$ cat src/rtl/zxbus_pkg.sv
// zxbus_pkg: shared state encoding and constants for the ZX-bus initiator
package zxbus_pkg;
    typedef enum logic [2:0] {IDLE, T1, T2, TW, T3} state_e;
    localparam logic CYC_MEM = 1'b0;
    localparam logic CYC_IO = 1'b1;
    localparam logic [7:0] IDLE_DATA = 8'hFF;
endpackage

$ cat src/rtl/zxbus_tstate_timer.sv
// zxbus_tstate_timer: T_DIV prescaler flagging the last clock of each T-state
module zxbus_tstate_timer #(
    parameter int T_DIV = 2
) (
    input  logic clk,
    input  logic rst,
    input  logic restart,
    output logic last_clk
);
    logic [7:0] cnt_q;
    assign last_clk = cnt_q == 8'(T_DIV - 1);
    // Wrapping on last_clk restarts the count on every state entry.
    always_ff @(posedge clk) begin
        if (rst || restart || last_clk) cnt_q <= '0;
        else cnt_q <= cnt_q + 8'd1;
    end
endmodule

$ cat src/rtl/zxbus_master.sv
// zxbus_master: turns host requests into Z80-timed ZX-bus memory and IO cycles
module zxbus_master
    import zxbus_pkg::*;
#(
    parameter int T_DIV = 2,
    parameter int WAIT_MAX = 64
) (
    input  logic        clk,
    input  logic        rst,
    input  logic        req,
    input  logic        req_io,
    input  logic        req_we,
    input  logic [15:0] req_addr,
    input  logic [7:0]  req_wdata,
    output logic        busy,
    output logic        done,
    output logic        timeout,
    output logic        claimed,
    output logic [7:0]  rdata,
    output logic [15:0] za,
    output logic [7:0]  zd_o,
    output logic        zd_oe,
    input  logic [7:0]  zd_i,
    output logic        ziorq_n,
    output logic        zmreq_n,
    output logic        zrd_n,
    output logic        zwr_n,
    input  logic        zwait_n,
    input  logic        ziorqge,
    input  logic        zint_n,
    output logic        irq
);
    localparam int WW = $clog2(WAIT_MAX + 1);
    state_e state_q, state_d;
    logic [WW-1:0] wcnt_q, wcnt_d;
    logic io_q, io_d, we_q, we_d, last, accept, wait_hit, abort, finish, active_d;
    logic busy_q, done_q, timeout_q, claimed_q, zd_oe_q, irq_q, int_s_q;
    logic ziorq_n_q, zmreq_n_q, zrd_n_q, zwr_n_q;
    logic [7:0] rdata_q, zd_o_q;
    logic [15:0] za_q;

    zxbus_tstate_timer #(.T_DIV(T_DIV)) u_timer (
        .clk      (clk),
        .rst      (rst),
        .restart  (state_q == IDLE),
        .last_clk (last)
    );

    always_comb begin
        state_d = state_q;
        wcnt_d = wcnt_q;
        accept = state_q == IDLE && req;
        io_d = accept ? req_io : io_q;
        we_d = accept ? req_we : we_q;
        wait_hit = last && !zwait_n && (state_q == TW || (state_q == T2 && io_q == CYC_MEM));
        abort = wait_hit && wcnt_q == WW'(WAIT_MAX);
        finish = last && state_q == T3;
        case (state_q)
            IDLE: if (req) begin
                state_d = T1;
                wcnt_d = '0;
            end
            T1: if (last) state_d = T2;
            T2: if (last) state_d = (io_q == CYC_IO || wait_hit) ? TW : T3;
            TW: if (last) state_d = wait_hit ? TW : T3;
            T3: if (last) state_d = IDLE;
            default: state_d = IDLE;
        endcase
        // Abort takes priority over the extra wait it would otherwise add.
        if (abort) state_d = IDLE;
        else if (wait_hit) wcnt_d = wcnt_q + WW'(1);
        active_d = state_d inside {T2, TW, T3};
    end

    always_ff @(posedge clk) begin
        if (rst) begin
            state_q <= IDLE;
            wcnt_q <= '0;
            io_q <= CYC_MEM;
            we_q <= 1'b0;
            busy_q <= 1'b0;
            done_q <= 1'b0;
            timeout_q <= 1'b0;
            claimed_q <= 1'b0;
            rdata_q <= IDLE_DATA;
            za_q <= '0;
            zd_o_q <= '0;
            zd_oe_q <= 1'b0;
            ziorq_n_q <= 1'b1;
            zmreq_n_q <= 1'b1;
            zrd_n_q <= 1'b1;
            zwr_n_q <= 1'b1;
        end else begin
            state_q <= state_d;
            wcnt_q <= wcnt_d;
            io_q <= io_d;
            we_q <= we_d;
            busy_q <= state_d != IDLE;
            done_q <= finish || abort;
            timeout_q <= abort;
            claimed_q <= finish && io_q == CYC_IO && ziorqge;
            if (finish && !we_q) rdata_q <= (io_q == CYC_MEM || ziorqge) ? zd_i : IDLE_DATA;
            if (accept) begin
                za_q <= req_addr;
                zd_o_q <= req_wdata;
            end
            zd_oe_q <= we_d && state_d != IDLE;
            ziorq_n_q <= !(active_d && io_d == CYC_IO);
            zmreq_n_q <= !(active_d && io_d == CYC_MEM);
            zrd_n_q <= !(active_d && !we_d);
            zwr_n_q <= !(active_d && we_d);
        end
    end

    // Two-flop synchroniser; a floating line reads as released.
    always_ff @(posedge clk) begin
        if (rst) begin
            int_s_q <= 1'b1;
            irq_q <= 1'b0;
        end else begin
            int_s_q <= zint_n !== 1'b0;
            irq_q <= !int_s_q;
        end
    end

    assign busy = busy_q;
    assign done = done_q;
    assign timeout = timeout_q;
    assign claimed = claimed_q;
    assign rdata = rdata_q;
    assign za = za_q;
    assign zd_o = zd_o_q;
    assign zd_oe = zd_oe_q;
    assign ziorq_n = ziorq_n_q;
    assign zmreq_n = zmreq_n_q;
    assign zrd_n = zrd_n_q;
    assign zwr_n = zwr_n_q;
    assign irq = irq_q;
endmodule

$ cat config.mk
export PLATFORM = sky130hd
export DESIGN_NAME = zxbus_master
export DESIGN_NICKNAME = d
export VERILOG_FILES = /design/src/rtl/zxbus_pkg.sv /design/src/rtl/zxbus_tstate_timer.sv /design/src/rtl/zxbus_master.sv
export SDC_FILE = /design/constraint.sdc
export NUM_CORES = 1
export LEC_CHECK = 0
export ABC_AREA = 1
export CAP_MARGIN = 20
export CORE_ASPECT_RATIO = 1.5
export CORE_MARGIN = 1
export CORE_UTILIZATION = 41
export CTS_CLUSTER_DIAMETER = 60
export DETAILED_ROUTE_END_ITERATION = 16
export GPL_TIMING_DRIVEN = 0
export PLACE_DENSITY = 0.75
export SYNTH_ARGS = -nofsm -noshare
export SYNTH_HDL_FRONTEND = slang
export SYNTH_SLANG_ARGS = --single-unit
export TNS_END_PERCENT = 1
$ cat constraint.sdc
create_clock -name clk -period 1.25 [get_ports clk]
set_input_delay 0.3125 -clock clk [delete_from_list [all_inputs] [get_ports clk]]
set_output_delay 0.3125 -clock clk [all_outputs]
set_load 0.1 [all_outputs]
Yosys cells after proc, flatten, opt, wreduce, memory -nomap -nowiden
Cells that the tools add are included.
Widths: inputs -> output; s select.
- register bits: 63
- output and inout port bits: 42
- bits of input ports: 40
- logic and storage cells: 80
- $add $sub $neg: 2
- multiplexer cells: 16
- eq/ne operators: 10
- bitwise gates (word level): 2
- reductions and logical operators: 31
- operators with widths (operator ; number):
    $mux 7 ; 4
    $mux 3 ; 8
    $pmux 3 s5 ; 1
    $logic_and 1x1->1 ; 14
    $eq 3x2->1 const B ; 4
    $add 8x1->8 const B ; 1
    $eq 8x1->1 const B ; 1
    $logic_not 1->1 ; 8
    $mux 8 ; 1
    $add 7x1->7 const B ; 1
    $eq 7x7->1 const B ; 1
    $eq 3x3->1 const B ; 2
    $logic_or 1x1->1 ; 6
    $reduce_bool 3->1 ; 2
    $eq 3x1->1 const B ; 1
    $logic_not 3->1 ; 1
    $mux 1 ; 2
    $not 1->1 ; 2
    $nex 1x1->1 const B ; 1

Depth between registers and ports, before layout
- word-level depth: 13
- depth in mapped cells: 12
- gate-level depth less buffers: 12

Modules after synthesis
A second synthesis with hierarchy kept.
- cells, all modules: 338
- area, all modules: 2656.3 µm²
- modules (own cells, without submodules) (module ; sequential area each (µm²) ; area an instance (µm²) ; instances ; cells each):
    zxbus_master ; 1101.1 ; 2192.1 ; 1 ; 273
    zxbus_tstate_timer ; 160.2 ; 464.2 ; 1 ; 65

Worst setup path after synthesis
No wires, ideal clock.
- path type: reg2reg
- start: reg u_timer.cnt_q[0]
- end: reg wcnt_q[4]
- data arrival time: 1.219 ns
- period minus slack after synthesis: 1.335 ns
- data required time: 1.134 ns
- setup time: 0.116 ns
- stages on the path, launching flop included: 9
- setup slack: -0.085 ns
- buffers on the path: 0
- cells stage by stage: dfxtp_1 > ha_1 > nand2_2 > nor2_8 > nand2_4 > nor2_4 > nand2_1 > o21ai_1 > a21oi_1
- cells in the longest elaborated chain, start to end: 5
- elaborated cells between the ends (all ways): 6
- classes of those cells: 1 x eq/ne; 2 x mux; 3 x reduce/logical
- RTL lines (item ; line ; text):
    start, declared ; zxbus_tstate_timer.sv:10 ; logic [7:0] cnt_q;
    start signal, assigned ; zxbus_tstate_timer.sv:15 ; else cnt_q <= cnt_q + 8'd1;
    $eq 8x1->1 (*) ; zxbus_tstate_timer.sv:11 ; assign last_clk = cnt_q == 8'(T_DIV - 1);
    $logic_and 1x1->1 (*) (2 in series) ; zxbus_master.sv:55 ; wait_hit = last && !zwait_n && (state_q == TW || (state_q == T2 && io_q == CYC_MEM));
    $mux 7 / $logic_and 1x1->1 (equally long branches) ; zxbus_master.sv:71, zxbus_master.sv:56 ;
    $mux 7 (*) ; zxbus_master.sv:70 ; if (abort) state_d = IDLE;
    end signal, assigned ; zxbus_master.sv:95 ; wcnt_q <= wcnt_d;
    end, declared ; zxbus_master.sv:35 ; logic [WW-1:0] wcnt_q, wcnt_d;
Mark *: on every way between the ends. The rest lies on a longest branch, timed or not.
A chain may end at the register's enable or synchronous reset.

Worst setup path in the final report
- start: reg u_timer.cnt_q[6]
- end: reg wcnt_q[0]
The elaborated chain is that of the path after synthesis.

==> impl_metrics.json <==
{
  "drv_slew": 0,
  "die_width_um": 66.12,
  "min_from": "rst",
  "initial_core_util": 0.4307,
  "cts_tree": "yes",
  "rsz0062_at_grt": "yes",
  "fin_skew_ns": 0.009403,
  "seq_area_frac_synth": 0.4988,
  "crit_path_cell_trace": "nor2_4 -> nand2_4 -> nor2_8 -> nand2_4 -> nor2_4 -> inv_2 -> o21ai_2 -> a21oi_1",
  "synth_flop_cell": "dfxtp_1",
  "max_stage_delay_ns": 0.35,
  "drive_gt1_frac": 0.3585,
  "netlist_area_um2": 2529,
  "grt_overflow_total": 0,
  "wl_mm": 6.601,
  "htreeDepth": 3,
  "grt.total_usage": 0.2064,
  "grt_pass1_vias": 2283,
  "hpwl_mm": 4.234,
  "outcome": "complete, but fails checks",
  "fillCellCount": 448,
  "p_total_mw": 5.172,
  "syn_nets": 362,
  "antenna_found_initial": 0,
  "power_density_nw_per_um2": 1223,
  "chipHeight_um": 98.19,
  "leakage_nw": 1.725,
  "worstSetupStartpointType": "flop",
  "synth-xor-area-share": 0,
  "crit_slowest_cell": "dfxtp_2",
  "cp_data_required_time_ns": 1.47,
  "synth_warnings": 0,
  "diodes": 0,
  "drc": 0,
  "synth.top_cell.area_share": 0.4988,
  "vias": 2460,
  "final_util": 0.7202,
  "clock_latency_ns": 0.34,
  "rr_startpoint": "u_timer.cnt_q[6]$_SDFF_PP0_",
  "grt_max_degree": 12,
  "fmax_mhz": 691.0,
  "yosys.area.top_type": "dfxtp_1",
  "area_growth_pct": 67.19,
  "cts-root-buf": "clkbuf_8",
  "peakVddDrop_mv": 0.8813,
  "startpoint": "u_timer.cnt_q[6]$_SDFF_PP0_",
  "ys_async_sr_fraction": 0,
  "worst_slew_pin_slew_ns": 0.4688,
  "max-slew-margin-rel": 0.6875,
  "synth_compound_gate_area_share": 0.1188,
  "yosys.area_share.simple": 0.3028,
  "stdcell_count": 496,
  "numCtsBuffers": 9,
  "ios": 82,
  "die_area_um2": 6492,
  "clock_sinks": 63,
  "place_congestion": 0.8417,
  "synth_most_common_cell": "nand2_1",
  "fin_crit_sh": 1.158,
  "drt.antenna.violating_nets": 0,
  "cp-end-kind": "flop",
  "yosys-top-cells-count": "nand2_1, dfxtp_1, a21oi_1",
  "core-area_um2": 5871,
  "yosys-top-cells-area": "dfxtp_1, nand2_1, a21oi_1",
  "ys_ff_latch": 63,
  "first_pass_iters": 4,
  "clk_pin_slew_ns": 0.07,
  "synth_top_family_by_area": "simple AND/OR/NAND/NOR gates",
  "timing.setup.tns_ns": -4.766,
  "syn_avg_cell_area_um2": 7.952,
  "viasPerCell": 4.960,
  "synthCells": 318,
  "period_minus_slack_ns": 1.447,
  "muxShareOfSynthArea": 0,
  "arrival_ns": 1.67,
  "violations": "negative setup slack",
  "drt_iter0_markers": 90,
  "worst_slack_ns": -0.1972,
  "maxCapViolCount": 0,
  "dp.cells": 471,
  "worstHoldPathType": "input port to flop",
  "synth-edff-count": 0,
  "layout.nets": 463,
  "hold_viol_final": 0,
  "synth_adder_area_share": 0.01979,
  "path_max_fanout": 6,
  "crit_type": "flop to flop",
  "grt_first_pass_wirelength_mm": 10.21,
  "synth_cell_types": 30,
  "port_buffers": 81,
  "cts_hold_buf": 0,
  "rows": 34,
  "clockBufferDepth": 2,
  "finalSetupViolations": 45,
  "wire_per_inst_um": 13.31
}
==> path summary, 6_finish.rpt <==
path	endpoint	slack, ns	depth (start not counted)
worst max-delay path	wcnt_q[0]$_SDFF_PP0_	-0.20	8
worst min-delay path	state_q[0]$_SDFF_PP0_	0.39	4
worst max register to register	wcnt_q[0]$_SDFF_PP0_	-0.20	8
worst min register to register	irq$_SDFF_PP0_	0.41	1
==> metrics by stage <==
step	hold slack, ns	setup WS [ns]	instance area [µm²]
after CTS	0.4157	-0.1560	3842
after detailed placement	0.4032	-0.7336	3482
final	0.3855	-0.1972	4228
after floorplan	0.3682	-0.03906	2581
after global routing	0.4044	-0.2990	4228
after global placement	0.4090	-0.6677	3482
==> report_power, final <==
| group | switching [mW] | internal, mW |
|---|---|---|
| logic | 0.710 | 0.440 |
| clock network | 0.775 | 1.08 |
| registers | 0.0740 | 2.09 |
| total | 1.56 | 3.61 |
==> worst max-delay path: cells and delay by family (launching register included) <==
family,cells,cell delay (ns)
flip-flops,1,0.35
AO/OA/AOI/OAI,2,0.23
AND/OR/NAND/NOR,5,0.65
buffers and inverters,1,0.09
==> sequential cells by signal (all words and copies together), names as in the netlist <==
signal,count
zd_oe,1
state_q,3
zmreq_n,1
claimed,1
za,16
ziorq_n,1
irq,1
zrd_n,1
rdata,8
done,1
u_timer.cnt_q,8
zd_o,8
timeout,1
int_s_q,1
we_q,1
zwr_n,1
io_q,1
busy,1
wcnt_q,7
==> routing by layer <==
layer	vias to the layer above	track usage	part of all wire
met3	17	0.06075	0.044
met1	1154	0.2177	0.37
met2	61	0.3626	0.56
met5	-	0	0
li1	1228	-	-
met4	0	0.09984	0.023
==> cells in the final DEF, fill, tap and decap left out, types with 6 or more instances in the layout <==
cell             instances
nand2_1                 83
a21oi_1                 40
clkdlybuf4s50_1         38
buf_12                  34
dfxtp_1                 32
dfxtp_2                 29
inv_1                   19
nor2_1                  17
nand3_1                 12
clkbuf_8                12
buf_4                   11
o21ai_0                 11
nor2_4                   8
inv_2                    7
nand3_2                  7
nor2_2                   6
buf_6                    6
==> cells by family after synthesis <==
| kind of cell | count (synthesis) |
|---|---|
| adder cells (fa/ha/maj) | 4 |
| buffers and inverters | 38 |
| AND/OR/NAND/NOR | 154 |
| AO/OA/AOI/OAI | 59 |
| flip-flops | 63 |
==> area by class of cell <==
type                            instances  area, µm²  area share
Sequential cell                        63       1305      0.3087
Timing Repair Buffer                   89       1231      0.2912
Clock inverter                          4      52.55     0.01243
Multi-Input combinational cell        218       1219      0.2883
Tap cell                               72      90.09     0.02131
Clock buffer                           12      165.2     0.03906
Inverter                               28      110.1     0.02604
Buffer                                 10      55.05     0.01302
==> timing repair <==
item                                   in CTS  in global routing
cloned                                      1                  0
endpoints found under the hold margin       0                  0
buffers inserted                            5                  3
resized for setup                         310                103
pin swaps                                   6                  6
setup endpoints to repair                  96                101
Power figures use the tool's default switching activity.
==> RTL edit 1: new RTL, config.mk and constraints unchanged <==
Remove the register `irq_q`: a continuous assignment takes its place, so the output `irq` follows one clock earlier.
--- a/src/rtl/zxbus_master.sv
+++ b/src/rtl/zxbus_master.sv
@@ -118,8 +118,8 @@
             int_s_q <= 1'b1;
-            irq_q <= 1'b0;
         end else begin
             int_s_q <= zint_n !== 1'b0;
-            irq_q <= !int_s_q;
         end
     end
+
+    assign irq_q = !int_s_q;
 
Formal check against the unedited RTL: not equivalent (Yosys sat finds a counterexample within 4 cycles, from zero or initial values and one cycle with rst high).
==> RTL edit 1 against the original RTL <==
The run still ends with negative setup slack left; final cell count up 2.4%; setup slack worse by 4.1 ps; power down 3.2%; routed wire length down 2.7%; sequential cell count down 1; final area down 2.6%; synthesized area down 2.1%; via count up 0.53%; highest routed layer unchanged.
==> RTL edit 1: results (changes against the original RTL) <==
- Worst clock skew: 12.6 ps (+3.24 ps)
- Relative contribution of combinational cells to total power: 22.4% (+0.2 points)
- CP Data Arrival Time: 1670 ps (about the same)
- Area contributors post-synth: sky130_fd_sc_hd__dfxtp_1 50%, sky130_fd_sc_hd__nand2_1 15%, sky130_fd_sc_hd__a21oi_1 6.7%
- Number of global-route vias before repair: 2392 (+4.8%)
- Final weighted congestion in routability-driven placement: 0.806 (-4.3%)
- Net switching power: 1600 µW (+2.5%)
- Fraction of the yosys area taken by sequential cells: 50.1% (+0.25 points)
- Path class of the lowest-slack min-delay path: reg2reg
- Highest ir drop seen on vdd: 0.000840 V (-4.7%)
- Average cell area after synthesis: 7.55 µm² (-5.1%)
- Global-route track usage on met2: 37.4% (+1.1 points)
- Final Hold Slack: 477 ps (+91.9 ps)
- Sum of negative setup slack: -4800 ps (-38.7 ps)
- Violations in the final reports: negative setup slack
- GRT Resource Usage Total: 19.8% (-0.83 points)
- Half-perimeter wire length after placement: 4.16 mm (-1.8%)
- Fillers: 438 (-2.2%)
- Worst slew slack as a fraction of its limit: 70.7% (+2.0 points)
- Average via count per standard cell: 4.87 (-1.8%)
- Cell variety after synth: 28 (-6.7%)
- Wirelength, routed: 6.42 mm (-2.7%)
- Worst min-delay path startpoint: wcnt_q[0]$_SDFF_PP0_
- Clock slew at the register clock pins of the worst setup and hold paths: approximately 80 ps
- Leak pwr: 0.00171 µW (-1.0%)
- Highest fanout seen on the critical path: 5 (-1)
- Pin count of the biggest net entering global routing: 13 (+1)
- Worst-case setup margin in the final layout: -201 ps (-4.12 ps)
- Sequential share of power: 42.4% (+0.6 points)
- CTS root buffer: sky130_fd_sc_hd__clkbuf_8
- Iter 0 DRT Violations: 96 (+6.7%)
- Number of standard cells in the final layout excluding fillers: 508 (+2.4%)
- Total instance count after detailed placement: 481 (+2.1%)
- Final setup vio count: 54 (+20%)
- Total placed instance area: 3380 µm² (-3.0%)
- Routing usage on met1: 19.5% (-2.3 points)
- First-pass GRT wire length: 9.85 mm (-3.5%)
- Mapped Nets: 372 (+2.8%)
- Number of flip-flops in the largest register: 16 (unchanged)
- Worst Hold Path EP: wcnt_q[0]$_SDFF_PP0_
- Worst setup slack after placement: -622 ps (+111 ps)
- Worst Hold Depth: 2 (-2)
- List of most frequent post-synthesis cells: 98 x sky130_fd_sc_hd__nand2_1, 62 x sky130_fd_sc_hd__dfxtp_1, 33 x sky130_fd_sc_hd__a21oi_1, 33 x sky130_fd_sc_hd__nor2_1, 25 x sky130_fd_sc_hd__inv_1
- Worst flop-to-flop path startpoint: u_timer.cnt_q[2]$_SDFF_PP0_
- Reg-to-Reg End: zd_oe$_SDFF_PP0_
- Fraction of layout cells with a size suffix above 1: 29.8% (-6.0 points)
- Status: finished, violations left
- Met3 track demand over resource in global routing: 4.58% (-1.5 points)
==> RTL edit 1: changes by cell type after synthesis, sizes merged, moves of 2 or more <==
cell / before / now
nand3b: 1 / 3
o21ai: 17 / 15
nor2: 31 / 37
nand3: 20 / 23
nand2: 90 / 98
a21oi: 40 / 33
==> RTL edit 1: final cells by class <==
type,instances,area (µm²),share of cell area [%]
multi-input cells,229,1200,29.1
plain buffers,10,68.8,1.67
repair buffers,92,1190,28.9
clock buffers,10,128,3.10
well taps,72,90.1,2.19
clock inverters,6,70.1,1.70
inverters,27,104,2.52
flip-flops and latches,62,1270,30.8
==> RTL edit 1: timing repair <==
action | 4_1_cts | 5_1_grt
resized for setup | 331 | 83
pin swaps | 17 | 8
endpoints found under the setup margin | 100 | 92
cloned | 0 | 0
setup buffers | 10 | 1
==> RTL edit 1: metal layers <==
layer / vias to the layer above / wire (µm)
li1: 1261 / -
met1: 1145 / 2490
met2: 57 / 3570
met3: 10 / 266
met4: 0 / 92
met5: - / 0
==> RTL edit 1: critical path: stages, from the launching register on <==
cell and delay (ps):
sky130_fd_sc_hd__dfxtp_1 350, sky130_fd_sc_hd__nor3_1 320, sky130_fd_sc_hd__nand2_4 140, sky130_fd_sc_hd__nor3_4 160, sky130_fd_sc_hd__nand2_1 70, sky130_fd_sc_hd__nand2_1 100
sky130_fd_sc_hd__nand3_2 90, sky130_fd_sc_hd__nand2_2 70, sky130_fd_sc_hd__nor2_1 40
==> RTL edit 1: cells by family (layout without fill, tap and decap cells) <==
family,Yosys count,count (layout),share of synthesized area [%]
flip-flops,62,62,50.1
adder cells (fa/ha/maj),4,4,2.02
multiplexers,1,1,0.404
AND/OR/NAND/NOR,171,171,30.1
buffers and inverters,37,145,5.96
AO/OA/AOI/OAI,53,53,11.4
==> RTL edit 2: new RTL, config.mk and constraints unchanged <==
Without the edit above. Change the parameter `WAIT_MAX` from 64 to 32.
--- a/src/rtl/zxbus_master.sv
+++ b/src/rtl/zxbus_master.sv
@@ -5,3 +5,3 @@
     parameter int T_DIV = 2,
-    parameter int WAIT_MAX = 64
+    parameter int WAIT_MAX = 32
 ) (
Formal check against the unedited RTL: no difference found for any inputs over 10 cycles, from zero or initial values and one cycle with rst high; that may be too few to reach the edited logic, so the function may still have changed.
==> RTL edit 2 against the original RTL <==
The flow still finishes with violations (negative setup slack); routed wire length up 3.1%; synthesized area shrank 2.5%; synthesized cell count down 0.94%; largest power group unchanged; critical path depth up 1; final area fell by 0.18%; sequential cell count shrank 1; power up 3.6%; largest cell class unchanged; final cell count rose by 0.20%; die area down 2.4%; critical endpoint unchanged; worst hold slack gained 27 ps; setup slack gained 20 ps; maximum frequency up 1.4%.
==> RTL edit 2: results (changes against the original RTL) <==
- Worst clock skew: 7.67 ps (-1.74 ps)
- Wirelength, routed: 6.81 mm (+3.1%)
- List of most frequent post-synthesis cells: 82 x sky130_fd_sc_hd__nand2_1, 62 x sky130_fd_sc_hd__dfxtp_1, 39 x sky130_fd_sc_hd__a21oi_1, 28 x sky130_fd_sc_hd__nor2_1, 26 x sky130_fd_sc_hd__inv_1
- Worst flop-to-flop path startpoint: state_q[0]$_SDFF_PP0_
- Final setup vio count: 31 (-31%)
- Status: finished, violations left
- Routing usage on met1: 22.0% (+0.22 points)
- Worst min-delay path startpoint: int_s_q$_SDFF_PP1_
- First-pass GRT wire length: 10.4 mm (+2.1%)
- Final weighted congestion in routability-driven placement: 0.817 (-3.0%)
- Highest ir drop seen on vdd: 0.000963 V (+9.2%)
- Number of global-route vias before repair: 2388 (+4.6%)
- Worst slew slack as a fraction of its limit: 69.8% (+1.1 points)
- Clk cell area share: 5.54% (+0.39 points)
- Violations in the final reports: negative setup slack
- Iter 0 DRT Violations: 81 (-10%)
- Global-route track usage on met2: 36.8% (+0.53 points)
- Pin count of the biggest net entering global routing: 11 (-1)
- Number of clock-tree buffers in the layout: 13 (+1)
- Worst Hold Depth: 1 (-3)
- Worst-case setup margin in the final layout: -178 ps (+19.6 ps)
- Worst r2r path cells: 9 (+1)
- Half-perimeter wire length after placement: 4.15 mm (-1.9%)
- Footprint of the multi-input gates: 1220 µm² (+0.31%)
- Highest fanout seen on the critical path: 7 (+1)
[RTL edit 2: changes by cell type after synthesis, moves of 2 or more]
cell,change
sky130_fd_sc_hd__inv_2,-4
sky130_fd_sc_hd__inv_1,+5
sky130_fd_sc_hd__nand2_1,-2
sky130_fd_sc_hd__nor2_2,-2
sky130_fd_sc_hd__nor2_1,+6
sky130_fd_sc_hd__o21ai_1,-2
[RTL edit 2: repair_timing]
action,4_1_cts,5_1_grt
pin swaps,10,13
cloned,2,0
gates resized for setup,341,86
endpoints found under the setup margin,96,84
setup buffers,6,5
[RTL edit 2: cell families after synthesis]
logic type / share of synthesized area (%)
compound gates: 11.6
simple gates: 28.9
buf+inv: 6.49
fa+ha+maj: 2.03
xor+xnor: 0.710
flops: 50.3
[RTL edit 2: metrics by stage]
stage / worst slack, ps / total power (µW)
final: -178 / 5360
after global routing: -290 / 5520
after CTS: -173 / 5250
after detailed placement: -684 / 3110
after global placement: -624 / 3100
after floorplan: -19.3 / 2800
[RTL edit 2: critical path, cell delays in order (launching register included)]
cell	delay, ps
sky130_fd_sc_hd__dfxtp_1	420
sky130_fd_sc_hd__inv_1	90
sky130_fd_sc_hd__nand2_2	100
sky130_fd_sc_hd__nand3_2	90
sky130_fd_sc_hd__inv_2	100
sky130_fd_sc_hd__nand2_4	60
sky130_fd_sc_hd__nor2_4	180
sky130_fd_sc_hd__inv_4	80
sky130_fd_sc_hd__o21ai_1	140
sky130_fd_sc_hd__a21oi_1	50
[RTL edit 2: where the power goes]
group / internal [µW] / switching (µW)
Clock: 1280 / 784
Combinational: 437 / 721
Sequential: 2060 / 73.3
Total: 3780 / 1580
